File: src/rtl/pwm_pkg.sv
// Shared constants and types for the PWM frame generator and the downstream PWM-to-PPM converter.
package pwm_pkg;

    localparam int FRAME_LEN = 16;
    localparam int DUTY_W    = 4;
    localparam int CNT_W     = $clog2(FRAME_LEN);

    typedef logic [DUTY_W-1:0] duty_t;

    typedef enum logic {
        IDLE = 1'b0,
        RUN  = 1'b1
    } state_t;

endpackage

File: src/rtl/pwm_duty_fifo.sv
// Synchronous first-word-fall-through FIFO for duty words; the pointers carry one extra wrap bit.
module pwm_duty_fifo
    import pwm_pkg::*;
#(
    parameter int WIDTH = DUTY_W,
    parameter int DEPTH = 4
) (
    input  logic             clk,
    input  logic             rstN,
    input  logic             push,
    input  logic [WIDTH-1:0] pushData,
    input  logic             pop,
    output logic [WIDTH-1:0] popData,
    output logic             empty,
    output logic             fullNext
);

    localparam int ADDR_W = $clog2(DEPTH);
    localparam int PTR_W  = ADDR_W + 1;

    logic [PTR_W-1:0] wrPtr;
    logic [PTR_W-1:0] rdPtr;
    logic [PTR_W-1:0] wrPtrNext;
    logic [PTR_W-1:0] rdPtrNext;
    logic [WIDTH-1:0] mem [DEPTH];
    logic             full;
    logic             doPush;
    logic             doPop;

    // Equal addresses with differing wrap bits means the writer is a full lap ahead.
    assign empty    = (wrPtr == rdPtr);
    assign full     = (wrPtr[ADDR_W] != rdPtr[ADDR_W]) &&
                      (wrPtr[ADDR_W-1:0] == rdPtr[ADDR_W-1:0]);
    assign fullNext = (wrPtrNext[ADDR_W] != rdPtrNext[ADDR_W]) &&
                      (wrPtrNext[ADDR_W-1:0] == rdPtrNext[ADDR_W-1:0]);

    assign doPush    = push && !full;
    assign doPop     = pop && !empty;
    assign wrPtrNext = wrPtr + PTR_W'(doPush);
    assign rdPtrNext = rdPtr + PTR_W'(doPop);
    assign popData   = mem[rdPtr[ADDR_W-1:0]];

    always_ff @(posedge clk) begin
        if (!rstN) begin
            wrPtr <= '0;
            rdPtr <= '0;
        end else begin
            wrPtr <= wrPtrNext;
            rdPtr <= rdPtrNext;
        end
    end

    always_ff @(posedge clk) begin
        if (doPush) begin
            mem[wrPtr[ADDR_W-1:0]] <= pushData;
        end
    end

endmodule

File: src/rtl/pwm_frame_generator.sv
// PWM frame generator: buffers duty words and emits one PWM frame plus its frame clock per word.
// Build option PWM_UNDERRUN_HOLD_EN: repeat the previous frame's duty on underrun instead of 0.
module pwm_frame_generator #(
    parameter int FRAME_LEN  = pwm_pkg::FRAME_LEN,
    parameter int DUTY_W     = pwm_pkg::DUTY_W,
    parameter int FIFO_DEPTH = 4
) (
    input  logic              ClkFast,
    input  logic              RstN,
    input  logic [DUTY_W-1:0] DutyIn,
    input  logic              DutyValid,
    output logic              DutyReady,
    output logic              PWMSIG,
    output logic              ClkSlowPWM,
    output logic              Active,
    output logic              Underrun
);

    import pwm_pkg::*;

    localparam int FRAME_CNT_W = $clog2(FRAME_LEN);
    localparam logic [FRAME_CNT_W-1:0] HALF_FRAME = FRAME_CNT_W'(FRAME_LEN / 2);
    localparam logic [FRAME_CNT_W-1:0] MAX_DUTY   = FRAME_CNT_W'(FRAME_LEN - 1);

    function automatic logic [FRAME_CNT_W-1:0] clampDuty(input logic [DUTY_W-1:0] raw);
        logic [31:0] wide;
        wide = 32'(raw);
        if (wide > 32'(FRAME_LEN - 1)) begin
            return MAX_DUTY;
        end
        return FRAME_CNT_W'(raw);
    endfunction

    state_t                 state;
    logic [FRAME_CNT_W-1:0] frameCnt;
    logic [FRAME_CNT_W-1:0] activeDuty;
    logic [FRAME_CNT_W-1:0] dutyNow;
    logic [DUTY_W-1:0]      fifoHead;
    logic                   frameStart;
    logic                   fifoPush;
    logic                   fifoPop;
    logic                   fifoEmpty;
    logic                   fifoFullNext;

    assign fifoPush = DutyValid && DutyReady;

    pwm_duty_fifo #(
        .WIDTH (DUTY_W),
        .DEPTH (FIFO_DEPTH)
    ) dutyFifo (
        .clk      (ClkFast),
        .rstN     (RstN),
        .push     (fifoPush),
        .pushData (DutyIn),
        .pop      (fifoPop),
        .popData  (fifoHead),
        .empty    (fifoEmpty),
        .fullNext (fifoFullNext)
    );

    // The frame-start duty comes straight from the FIFO head so the first output cycle already uses it.
    always_comb begin
        frameStart = (state == RUN) && (frameCnt == '0);
        fifoPop    = frameStart && !fifoEmpty;
        dutyNow    = activeDuty;
        if (frameStart) begin
            if (!fifoEmpty) begin
                dutyNow = clampDuty(fifoHead);
            end else begin
`ifdef PWM_UNDERRUN_HOLD_EN
                dutyNow = activeDuty;
`else
                dutyNow = '0;
`endif
            end
        end
    end

    always_ff @(posedge ClkFast) begin
        if (!RstN) begin
            state      <= IDLE;
            frameCnt   <= '0;
            PWMSIG     <= 1'b0;
            ClkSlowPWM <= 1'b0;
            Active     <= 1'b0;
            Underrun   <= 1'b0;
            DutyReady  <= 1'b1;
        end else begin
            DutyReady <= !fifoFullNext;
            Underrun  <= frameStart && fifoEmpty;
            case (state)
                IDLE: begin
                    frameCnt   <= '0;
                    PWMSIG     <= 1'b0;
                    ClkSlowPWM <= 1'b0;
                    if (!fifoEmpty) begin
                        state  <= RUN;
                        Active <= 1'b1;
                    end
                end
                RUN: begin
                    frameCnt   <= frameCnt + FRAME_CNT_W'(1);
                    PWMSIG     <= (frameCnt < dutyNow);
                    ClkSlowPWM <= (frameCnt < HALF_FRAME);
                    Active     <= 1'b1;
                end
                default: begin
                    state <= IDLE;
                end
            endcase
        end
    end

    always_ff @(posedge ClkFast) begin
        if (frameStart) begin
            activeDuty <= dutyNow;
        end
    end

endmodule

File: config.mk
export PLATFORM = sky130hd
export DESIGN_NAME = pwm_frame_generator
export DESIGN_NICKNAME = d
export VERILOG_FILES = /design/src/rtl/pwm_pkg.sv /design/src/rtl/pwm_duty_fifo.sv /design/src/rtl/pwm_frame_generator.sv
export SDC_FILE = /design/constraint.sdc
export NUM_CORES = 1
export LEC_CHECK = 0
export CORE_MARGIN = 2
export CORE_UTILIZATION = 25
export DETAILED_ROUTE_END_ITERATION = 8
export PLACE_DENSITY_LB_ADDON = 0.12
export SYNTH_ARGS = -nofsm -noshare
export SYNTH_HDL_FRONTEND = slang
export SYNTH_SLANG_ARGS = --single-unit
File: constraint.sdc
create_clock -name ClkFast -period 7.16 [get_ports ClkFast]
set_input_delay 1.074 -clock ClkFast [delete_from_list [all_inputs] [get_ports ClkFast]]
set_output_delay 1.074 -clock ClkFast [all_outputs]
set_load 0.05 [all_outputs]
==> metrics.sh <==
GRT.TOTAL_USAGE_PCT=8.732
TOTAL_GLOBAL_ROUTING_OVERFLOW=0
AREA_CONTRIBUTORS_POST_SYNTH='sky130_fd_sc_hd__edfxtp_1 (38%), sky130_fd_sc_hd__dfxtp_1 (20%), sky130_fd_sc_hd__ha_1 (7.1%)'
WL_MET2_MM=1.365
DRT_FIRST_PASS_ITERS=4
PWR_DENSITY_CELL_nW_PER_UM2=287.6
DRV_SLEW=0
DRC_ERRORS=0
CLK_ROOT_BUFFER_CELL='sky130_fd_sc_hd__clkbuf_8'
ANT_NETS=0
M1WIRELENGTH_MM=1.326
NUM_ANTENNA_CELLS=0
POSTSYNTHREGISTERBITS=36
CRITPATHKIND='register to register'
CLOCK_PIN_SLEW_ON_THE_WORST_SETUP_AND_HOLD_PATHS_NS=0.07
CRITICAL_PATH.MAX_FANOUT=9
CLOCK_POWER_SHARE_PCT=33.1
SYNTH_TOP_AREA_SHARE_PCT=38.00
PORT-BUFFER-COUNT=11
MAX-SLEW-MARGIN-REL_PCT=58.25
YS_SEQ_AREA_SHARE_PCT=58.27
REPORTED_MAX_CAP_VIOLATION_COUNT=0
VIAS_PER_CELL=4.467
SWITCHING_POWER_W=0.0001489
POWER.SHARE.SWITCHING_PCT=27.80
SYNTH_CELL_TYPE_COUNT=32
INTERNAL_POWER_W=0.0003867
CTSRESIZECOUNT=0
SYN_INST=122
FINAL.SETUP.WORST_SLACK_NS=4.593
DRT_FIRST_ITER_VIOLATIONS=86
DIE_H_MICRONS=83.51
PLACE_CONGESTION=0.7330
WIRELENGTH_MM=2.849
TOP_SIGNAL_LAYER_USED='met4'
VDD_IR_DROP_MAX_V=0.00008533
MAPPED_NETS=138
AREA.GROWTH.SYNTH_TO_FINAL_PCT=17.81
TRITONCTS='done'
HOLD_VIOLATIONS=0
GLOBAL_ROUTE_WIRE_LENGTH_BEFORE_REPAIR_MM=4.712
DETAIL_ROUTE.WL_PER_CELL_MICRONS=13.44
FIN_CRIT_NS=2.567
DETAILROUTE.VIA_COUNT=947
STARTING_DENSITY_PCT=26.23
CRITPATHLAUNCHTYPE='register'
YS_WARN_COUNT=0
CRIT_REQUIRED_NS=7.39
FIN_NETS=152
GRT_PASS1_VIAS=913
DIE_WIDTH_MICRONS=83.51
COMBINATIONAL_GROUP_SHARE_OF_TOTAL_POWER_PCT=19.8
DIE_AREA_SQ_UM=6973
MIN_PERIOD_OVER_PERIOD_PCT=35.85
WL_MET3_MICRONS=106
POST_ROUTE_NON_FILLER_STANDARD_CELL_COUNT=212
RUN_STATUS='finished, final reports clean'
ACHIEVABLE-FREQUENCY_MHz=389.6
PLACE_WORST_SETUP_SLACK_NS=4.375
HPWLAFTERDP_MM=2.055
WORSTSETUPENDPOINTTYPE='register'
CTS.HTREE.LEVELS=2
TIMING_WORST_SLEW_PIN_VALUE_NS=0.6248
SKEW_NS=0.01160
SYNTH.CELL_AREA_SQ_UM=1580
FLOORPLAN.ROWS=28
SYN_AVG_CELL_AREA_SQ_UM=12.95
CTS-ROOT-TO-SINK-BUFFERS=2
FINAL-SETUP-VIOL-COUNT=0
SETUP_TOTAL_NEGATIVE_SLACK_NS=0
HOLDWS_NS=0.4588
BOUNDARYPINS=12
CTS-BUFFERS-INSERTED=5
INITIAL_ANTENNA_VIOLATION_COUNT=0
POST-PLACE-CELLS=204
WORST-ENDPOINT-ARRIVAL_NS=2.80
SEQUENTIALPOWERSHARE_PCT=47.1
CTS_SETUP_BUFFERS=0
FINISH.UTILIZATION_PCT=30.90
LAYOUT_CELL_SHARE_WITH_DRIVE_STRENGTH_BEYOND_1_PCT=9.489
CELLLEAKAGEPOWER_nW=0.7174
GRT_START_MAX_NET_PINS=13
MIN-DELAY-PATH-CLASS='register to register'
SYNTH_LARGEST_AREA_CELL='sky130_fd_sc_hd__edfxtp_1'
CLOCK_LATENCY_NS=0.29
UNREPAIRED_SETUP_ENDPOINTS_AFTER_GLOBAL_ROUTING='false'
CTS-HOLD-FIX-BUFFERS=0
CLOCK_SINKS=36
CORE_SQ_UM=6026
[path summary, 6_finish.rpt]
path                           startpoint             endpoint  slack [ns]  cells past startpoint
max          dutyFifo.rdPtr[1]$_SDFF_PN0_    PWMSIG$_SDFF_PN0_        4.59                      8
min                   Active$_SDFFE_PN0P_  Active$_SDFFE_PN0P_        0.46                      1
max reg2reg  dutyFifo.rdPtr[1]$_SDFF_PN0_    PWMSIG$_SDFF_PN0_        4.59                      8
min reg2reg           Active$_SDFFE_PN0P_  Active$_SDFFE_PN0P_        0.46                      1
[power by group through the flow]
stage	combinational, W	clock [W]	sequential, W
final	0.000106	0.000177	0.000252
after detailed placement	0.000108	0	0.000257
after global placement	0.000107	0	0.000257
after global routing	0.000119	0.000191	0.000255
after floorplan	0.0000672	0	0.000268
after CTS	0.000109	0.000182	0.000253
[state kept, by name (all words and copies together) (netlist names)]
signal / cells
dutyFifo.wrPtr: 3
Underrun: 1
DutyReady: 1
dutyFifo.mem: 16
state: 1
PWMSIG: 1
dutyFifo.rdPtr: 3
Active: 1
ClkSlowPWM: 1
activeDuty: 4
frameCnt: 4
[cell type report]
class / count / area (sq um)
Clock inverter: 2 / 35.03
Clock buffer: 6 / 72.57
Fill cell: 643 / 4164
Inverter: 3 / 11.26
Multi-Input combinational cell: 79 / 618.1
Sequential cell: 36 / 920.9
Timing Repair Buffer: 11 / 110.1
Tap cell: 75 / 93.84
[through the flow]
stage	area, sq um	power [W]
floorplan	1580	0.0003356
global placement	1754	0.0003639
detailed placement	1754	0.0003654
CTS	1862	0.0005434
global route	1862	0.0005655
finish	1862	0.0005355
[worst max-delay path: stages (launching register included)]
cell and delay (ns):
sky130_fd_sc_hd__dfxtp_1 0.60, sky130_fd_sc_hd__xor2_1 0.34, sky130_fd_sc_hd__or2_4 0.20, sky130_fd_sc_hd__nor2_4 0.06, sky130_fd_sc_hd__o31a_1 0.29, sky130_fd_sc_hd__ha_1 0.29, sky130_fd_sc_hd__a211o_1 0.30, sky130_fd_sc_hd__a2111o_1 0.38
sky130_fd_sc_hd__nand2_1 0.06
[cell usage after synthesis]
| cell | count |
|---|---|
| sky130_fd_sc_hd__a2111o_1 | 1 |
| sky130_fd_sc_hd__a211o_1 | 1 |
| sky130_fd_sc_hd__a21o_1 | 1 |
| sky130_fd_sc_hd__a21oi_1 | 3 |
| sky130_fd_sc_hd__and2_1 | 5 |
| sky130_fd_sc_hd__and3_1 | 3 |
| sky130_fd_sc_hd__buf_6 | 2 |
| sky130_fd_sc_hd__clkbuf_1 | 2 |
| sky130_fd_sc_hd__dfxtp_1 | 16 |
| sky130_fd_sc_hd__edfxtp_1 | 20 |
| sky130_fd_sc_hd__ha_1 | 9 |
| sky130_fd_sc_hd__inv_1 | 3 |
| sky130_fd_sc_hd__mux2_2 | 3 |
| sky130_fd_sc_hd__mux2i_1 | 3 |
| sky130_fd_sc_hd__mux4_1 | 1 |
| sky130_fd_sc_hd__nand2_1 | 10 |
| sky130_fd_sc_hd__nand3_1 | 1 |
| sky130_fd_sc_hd__nand4_1 | 1 |
| sky130_fd_sc_hd__nand4bb_1 | 1 |
| sky130_fd_sc_hd__nor2_1 | 11 |
| sky130_fd_sc_hd__nor2_4 | 1 |
| sky130_fd_sc_hd__nor2b_1 | 1 |
| sky130_fd_sc_hd__nor3b_1 | 1 |
| sky130_fd_sc_hd__o21bai_1 | 1 |
| sky130_fd_sc_hd__o311a_1 | 1 |
| sky130_fd_sc_hd__o311ai_1 | 1 |
| sky130_fd_sc_hd__o31a_1 | 4 |
| sky130_fd_sc_hd__o31ai_1 | 3 |
| sky130_fd_sc_hd__or2_4 | 1 |
| sky130_fd_sc_hd__xnor2_1 | 6 |
| sky130_fd_sc_hd__xor2_1 | 4 |
| sky130_fd_sc_hd__xor2_2 | 1 |
[placed cells by master, fill, tap and decap left out, types with 3 or more instances in the layout]
master,netlist,final
sky130_fd_sc_hd__edfxtp_1,20,20
sky130_fd_sc_hd__dfxtp_1,16,16
sky130_fd_sc_hd__nor2_1,11,11
sky130_fd_sc_hd__clkdlybuf4s50_1,0,11
sky130_fd_sc_hd__nand2_1,10,10
sky130_fd_sc_hd__ha_1,9,9
sky130_fd_sc_hd__xnor2_1,6,6
sky130_fd_sc_hd__and2_1,5,5
sky130_fd_sc_hd__clkbuf_8,0,5
sky130_fd_sc_hd__xor2_1,4,4
sky130_fd_sc_hd__o31a_1,4,4
sky130_fd_sc_hd__inv_1,3,3
sky130_fd_sc_hd__mux2_2,3,3
sky130_fd_sc_hd__mux2i_1,3,3
sky130_fd_sc_hd__a21oi_1,3,3
sky130_fd_sc_hd__o31ai_1,3,3
sky130_fd_sc_hd__and3_1,3,3
[logic make-up (layout without fill, tap and decap cells)]
kind of cell | Yosys count | in the layout | share of synthesized area, %
fa+ha+maj | 9 | 9 | 7.126
simple gates | 36 | 36 | 11.72
flops | 36 | 36 | 58.27
buf+inv | 7 | 22 | 2.613
mux | 7 | 7 | 5.701
compound gates | 16 | 16 | 7.997
xor+xnor | 11 | 11 | 6.572
[layer usage]
layer | GRT usage, % | up-vias
met5 | 0 | -
met4 | 3.519 | 0
met3 | 2.868 | 6
li1 | - | 466
met1 | 11.17 | 462
met2 | 13.64 | 13
Note: power is estimated with default switching activity, not from simulation.
==> variant 1: new RTL, same settings <==
Build with the macro `PWM_UNDERRUN_HOLD_EN` defined.
--- a/src/rtl/pwm_frame_generator.sv
+++ b/src/rtl/pwm_frame_generator.sv
@@ -1,4 +1,6 @@
 // PWM frame generator: buffers duty words and emits one PWM frame plus its frame clock per word.
 // Build option PWM_UNDERRUN_HOLD_EN: repeat the previous frame's duty on underrun instead of 0.
+`define PWM_UNDERRUN_HOLD_EN
+
 module pwm_frame_generator #(
     parameter int FRAME_LEN  = pwm_pkg::FRAME_LEN,
Check against the original RTL: same outputs for any inputs over 10 cycles, from zero or initial values and one cycle with RstN low; that may be too few to reach the edited logic, so the function may still have changed.
==> variant 1 against the unedited design <==
Cell area is 1.9% lower. Power is 2.9% lower. Combinational power is 10% lower. Sequential cell count stayed put. Non-clock buffer count stayed put. Wire length is 10% lower. Count of clock-buffer cells in the layout stayed put. First-iteration DRC count is 63% lower. Synthesized area is 3.4% lower. Global-route usage is 0.24 points higher. Via count is 13% lower. Setup slack better by 0.051 ns.
==> variant 1: results (changes against the unedited design) <==
- Delay-heaviest family, CP: simple AND/OR/NAND/NOR gates
- Post-synthesis xor/xnor area fraction: 0.0623 (-0.00342)
- Final Skew: 0.00628 ns (-0.00532 ns)
- WL per Instance: 12.9 µm (-4.2%)
- Synth Area in Compound Gates: 0.0393 (-0.0406)
- Gr usage total: 0.0897 (+0.00242)
- Synth cell count leaders: 20 x edfxtp_1, 16 x dfxtp_1, 9 x ha_1, 8 x nor2_1
- First-pass GRT wire length: 4280 µm (-9.2%)
- CP max stage delay: 0.68 ns (+0.08 ns)
- GR Util met2: 0.152 (+0.0157)
- Reg2reg path depth: 7 (-1)
- Mux share of post-synthesis cell area: 0.0967 (+0.0397)
- Worst Path Arrival: 2.43 ns (-0.37 ns)
- FF-to-FF Start: dutyFifo.rdPtr[0]$_SDFF_PN0_
- Placer Congestion: 0.667 (-9.1%)
- Layout cell share with drive strength beyond 1: 0.105 (+0.00995)
- Synth Area in Adders: 0.0738 (+0.00251)
- Worst vdd ir: 0.000107 V (+25%)
- Largest cells by area after synthesis: edfxtp_1 39%, dfxtp_1 21%, ha_1 7.4%
- Sequential area share after synthesis: 0.603 (+0.0205)
- CP max stage cell: nor3b_1
- Vias in the first global route: 898 (-1.6%)
- R2R Setup Slk: 4.86 ns (+0.27 ns)
- Hold Slack: 0.459 ns (+0.000615 ns)
- Met1 track demand over resource: 0.0969 (-0.0147)
- Met3 usage: 0.0359 (+0.00719)
- DR vias: 821 (-13%)
- Status: complete, no violations
- Final-stage net count: 139 (-8.6%)
[variant 1: cell count changes after synthesis, sizes merged, moves of 3 or more]
cell	delta
inv	+3
mux4	+3
nand2	-3
nor2	-4
o31a	-4
o31ai	-3
xor2	-3
[variant 1: worst max-delay path by stage]
stage / start / end / slack, ns
final: DutyValid / dutyFifo.mem[0][0]$_DFFE_PP_ / 4.64
after global routing: DutyValid / dutyFifo.mem[0][0]$_DFFE_PP_ / 4.59
after CTS: DutyReady$_SDFF_PN1_ / DutyReady / 4.65
after detailed placement: DutyValid / dutyFifo.mem[0][2]$_DFFE_PP_ / 4.35
after global placement: DutyValid / DutyReady$_SDFF_PN1_ / 4.48
after floorplan: DutyValid / DutyReady$_SDFF_PN1_ / 5.05
[variant 1: logic make-up (layout without fill, tap and decap cells)]
family,count (synthesis),after routing
buffers and inverters,8,25
multiplexers,8,8
flip-flops,36,36
XOR/XNOR,10,10
adder cells (fa/ha/maj),9,9
AND/OR/NAND/NOR,30,30
AO/OA/AOI/OAI,6,6
[variant 1: area by class of cell]
class,count,area (µm²)
clock buffer,6,72.6
sequential,36,921
clock inverter,2,35.0
fill,597,4090
timing repair buffer,11,110
tap,75,93.8
inverter,6,22.5
multi-input combinational,63,572
[variant 1: worst register-to-register path: cells and delay by family, from the launching register on]
kind	cells	cell delay, ns
muxes	2	0.86
DFF	1	0.55
adders and majority gates	1	0.29
AOI/OAI and AO/OA	1	0.29
and+or+nand+nor	3	0.26
[variant 1: metal layers]
metal	vias to the layer above	share of wire
met5	-	0
met4	0	0.0098
met3	2	0.039
met2	11	0.50
met1	393	0.45
li1	415	-
[variant 1: power by group through the flow]
| stage | sequential [W] | clock [W] | combinational (W) |
|---|---|---|---|
| floorplan | 0.000269 | 0 | 0.0000571 |
| global placement | 0.000257 | 0 | 0.0000967 |
| detailed placement | 0.000257 | 0 | 0.0000974 |
| CTS | 0.000253 | 0.000179 | 0.0000974 |
| global route | 0.000255 | 0.000189 | 0.000105 |
| finish | 0.000252 | 0.000172 | 0.0000954 |
[variant 1: per-stage QoR]
stage / instance area [µm²] / setup slack (ns) / power (W) / util / std cells
CTS: 1830 / 4.65 / 0.000529 / 0.309 / 199
detailed placement: 1720 / 4.35 / 0.000355 / 0.290 / 191
global placement: 1720 / 4.48 / 0.000354 / 0.290 / 191
finish: 1830 / 4.64 / 0.000520 / 0.309 / 199
floorplan: 1530 / 5.05 / 0.000327 / - / 107
global route: 1830 / 4.59 / 0.000549 / 0.309 / 199
==> variant 2: new RTL, same settings <==
Without the edit above. Make the reset (`RstN` and `rstN`) asynchronous in 2 clocked blocks. Comments in the files are not updated.
--- a/src/rtl/pwm_duty_fifo.sv
+++ b/src/rtl/pwm_duty_fifo.sv
@@ -41,5 +41,5 @@
     assign popData   = mem[rdPtr[ADDR_W-1:0]];
 
-    always_ff @(posedge clk) begin
+    always_ff @(posedge clk or negedge rstN) begin
         if (!rstN) begin
             wrPtr <= '0;
--- a/src/rtl/pwm_frame_generator.sv
+++ b/src/rtl/pwm_frame_generator.sv
@@ -77,5 +77,5 @@
     end
 
-    always_ff @(posedge ClkFast) begin
+    always_ff @(posedge ClkFast or negedge RstN) begin
         if (!RstN) begin
             state      <= IDLE;
Formal check against the unedited RTL: differs if RstN is asserted again (counterexample within 4 cycles, from zero or initial values and one cycle with RstN low); with RstN held inactive, the same outputs for 10 cycles.
==> variant 2 against the unedited design <==
Wire length down 0.56%. Cell area rose by 2.8%. Synthesized area rose by 3.4%. Highest routed layer unchanged. Critical path type is now primary input to flip-flop. Setup slack got worse by 0.19 ns. Final cell count fell by 2.8%. Register-to-register slack worse by 0.13 ns. Sequential cell count did not move. Global-route usage is essentially flat. Critical endpoint is now DutyReady$_DFF_PN1_.
Power is not compared: it rests on default switching activity, and its combinational part moved more than twofold at a synthesized area within 25%.
==> variant 2: results (changes against the unedited design) <==
- Status: complete, no violations
- ANT cells: 0 (unchanged)
- Async set-reset flop share out of synthesis: 0.444 (+0.444)
- CTS H-Tree Depth: 2 (unchanged)
- Sequential area share after synthesis: 0.613 (+0.0306)
- First-pass GRT wire length: 4720 µm (+0.15%)
- Dpl hpwl: 2060 µm (+0.47%)
- Synth unique cells: 35 (+9.4%)
- Max reg flops: 16 (unchanged)
- HP Class: flip-flop to flip-flop
- Worst-path maximum fanout: 5 (-4)
- Max clock buf depth: 2 (unchanged)
- Pre-CTS setup slack: 4.10 ns (-0.271 ns)
- Inserted Clock Buffers: 5 (unchanged)
- CP max stage delay: 0.45 ns (-0.15 ns)
- CTS resizes: 0 (unchanged)
- CP max stage cell: clkdlybuf4s50_1
- Lkg Pwr: between 0.7 and 0.8 nW
- Worst vdd ir: around 0.00017 V
- Sw Share: 0.356
- Final-stage net count: 144 (-5.3%)
- Net Count, Synth: 130 (-5.8%)
- Layout cell share with drive strength beyond 1: 0.124 (+0.0291)
- DR vias: 877 (-7.4%)
- Postcts setup bufs: 0 (unchanged)
- Final Skew: 0.00502 ns (-0.00658 ns)
- Drt first pass iters: 5 (+1)
- Placer Congestion: 0.728 (-0.74%)
- Largest cells by area after synthesis: edfxtp_1 37%, dfrtp_1 23%, ha_1 6.9%
- Post-synth EDFFs: 20 (unchanged)
- Largest net degree at the start of global routing: 17 (+4)
- Clk Latency, worst-skew pair: between 0.2 and 0.3 ns
- Vias in the first global route: 908 (-0.55%)
- Clock Tree Root: clkbuf_8
- Comb pwr share: 0.364
- Post-Route WL: 2830 µm (-0.56%)
- Slew margin rel.: 0.521 (-0.0614)
- Clock-pin slew on the worst setup and hold paths: 0.07 ns (about the same)
- Gr usage total: 0.0874 (about the same)
- 1st-iter DRT viols: 26 (-70%)
- Delay-heaviest family, CP: buffers and inverters
- Synth warnings: 0 (unchanged)
- P_clk: roughly 0.00018 W
- Worst Path Arrival: 2.96 ns (+0.16 ns)
- Initial antenna violation count: 0 (unchanged)
- PortBufs: 11 (unchanged)
- Synth cell count leaders: 20 x edfxtp_1, 15 x dfrtp_1, 9 x ha_1
-- variant 2: cell count changes in the layout (fill, tap and decap cells not counted), sizes merged, moves of 2 or more --
cell / unedited run / this run
and3b: 0 / 2
nor2: 12 / 6
dfrtp: 0 / 15
and3: 3 / 1
xnor2: 6 / 4
dfxtp: 16 / 0
or3: 0 / 2
nand2: 10 / 6
-- variant 2: cell type report --
class / instances / area [µm²]
multi-input cells: 70 / 579
clock inverters: 3 / 42.5
inverters: 4 / 15.0
well taps: 77 / 96.3
clock buffers: 5 / 68.8
flip-flops and latches: 36 / 1000
fillers: 636 / 4440
repair buffers: 11 / 110
-- variant 2: metrics by stage --
| step | std cells | power (W) | cell area [µm²] | utilization |
|---|---|---|---|---|
| after floorplan | 114 | 0.000578 | 1630 | - |
| after global placement | 198 | 0.000638 | 1800 | 0.284 |
| after detailed placement | 198 | 0.000644 | 1800 | 0.284 |
| after CTS | 206 | 0.000825 | 1910 | 0.301 |
| after global routing | 206 | 0.000869 | 1910 | 0.301 |
| final | 206 | 0.000810 | 1910 | 0.301 |
-- variant 2: path summary, 6_finish.rpt --
kind | startpoint | to | slack [ns] | depth (start not counted)
min in group asynchronous | RstN | ClkSlowPWM$_DFF_PN0_ | 1.22 | 1
worst min register to register | Active$_DFFE_PN0P_ | Active$_DFFE_PN0P_ | 0.48 | 1
max in group asynchronous | RstN | dutyFifo.rdPtr[2]$_DFF_PN0_ | 5.49 | 1
worst max-delay path | DutyValid | DutyReady$_DFF_PN1_ | 4.41 | 8
worst max register to register | frameCnt[0]$_DFF_PN0_ | PWMSIG$_DFF_PN0_ | 4.46 | 7
worst min-delay path | Active$_DFFE_PN0P_ | Active$_DFFE_PN0P_ | 0.48 | 1
-- variant 2: kinds of logic after synthesis --
kind of cell / after synthesis / share of synthesized area
flops: 36 / 0.613
xor+xnor: 10 / 0.0536
buf+inv: 8 / 0.0322
compound gates: 14 / 0.0727
simple gates: 30 / 0.104
fa+ha+maj: 9 / 0.0689
mux: 7 / 0.0551
-- variant 2: worst register-to-register path, delay by kind of cell (launching register included) --
family | cells | cell delay (ns)
buf+inv | 1 | 0.08
compound gates | 3 | 1.17
flops | 1 | 0.43
simple gates | 1 | 0.53
fa+ha+maj | 2 | 0.45
-- variant 2: layer usage --
layer	track usage	up-vias	wire, µm
met1	0.119	422	1430
met4	0.0390	0	34
met5	0	-	0
li1	-	442	-
met3	0.0263	4	70
met2	0.129	9	1300
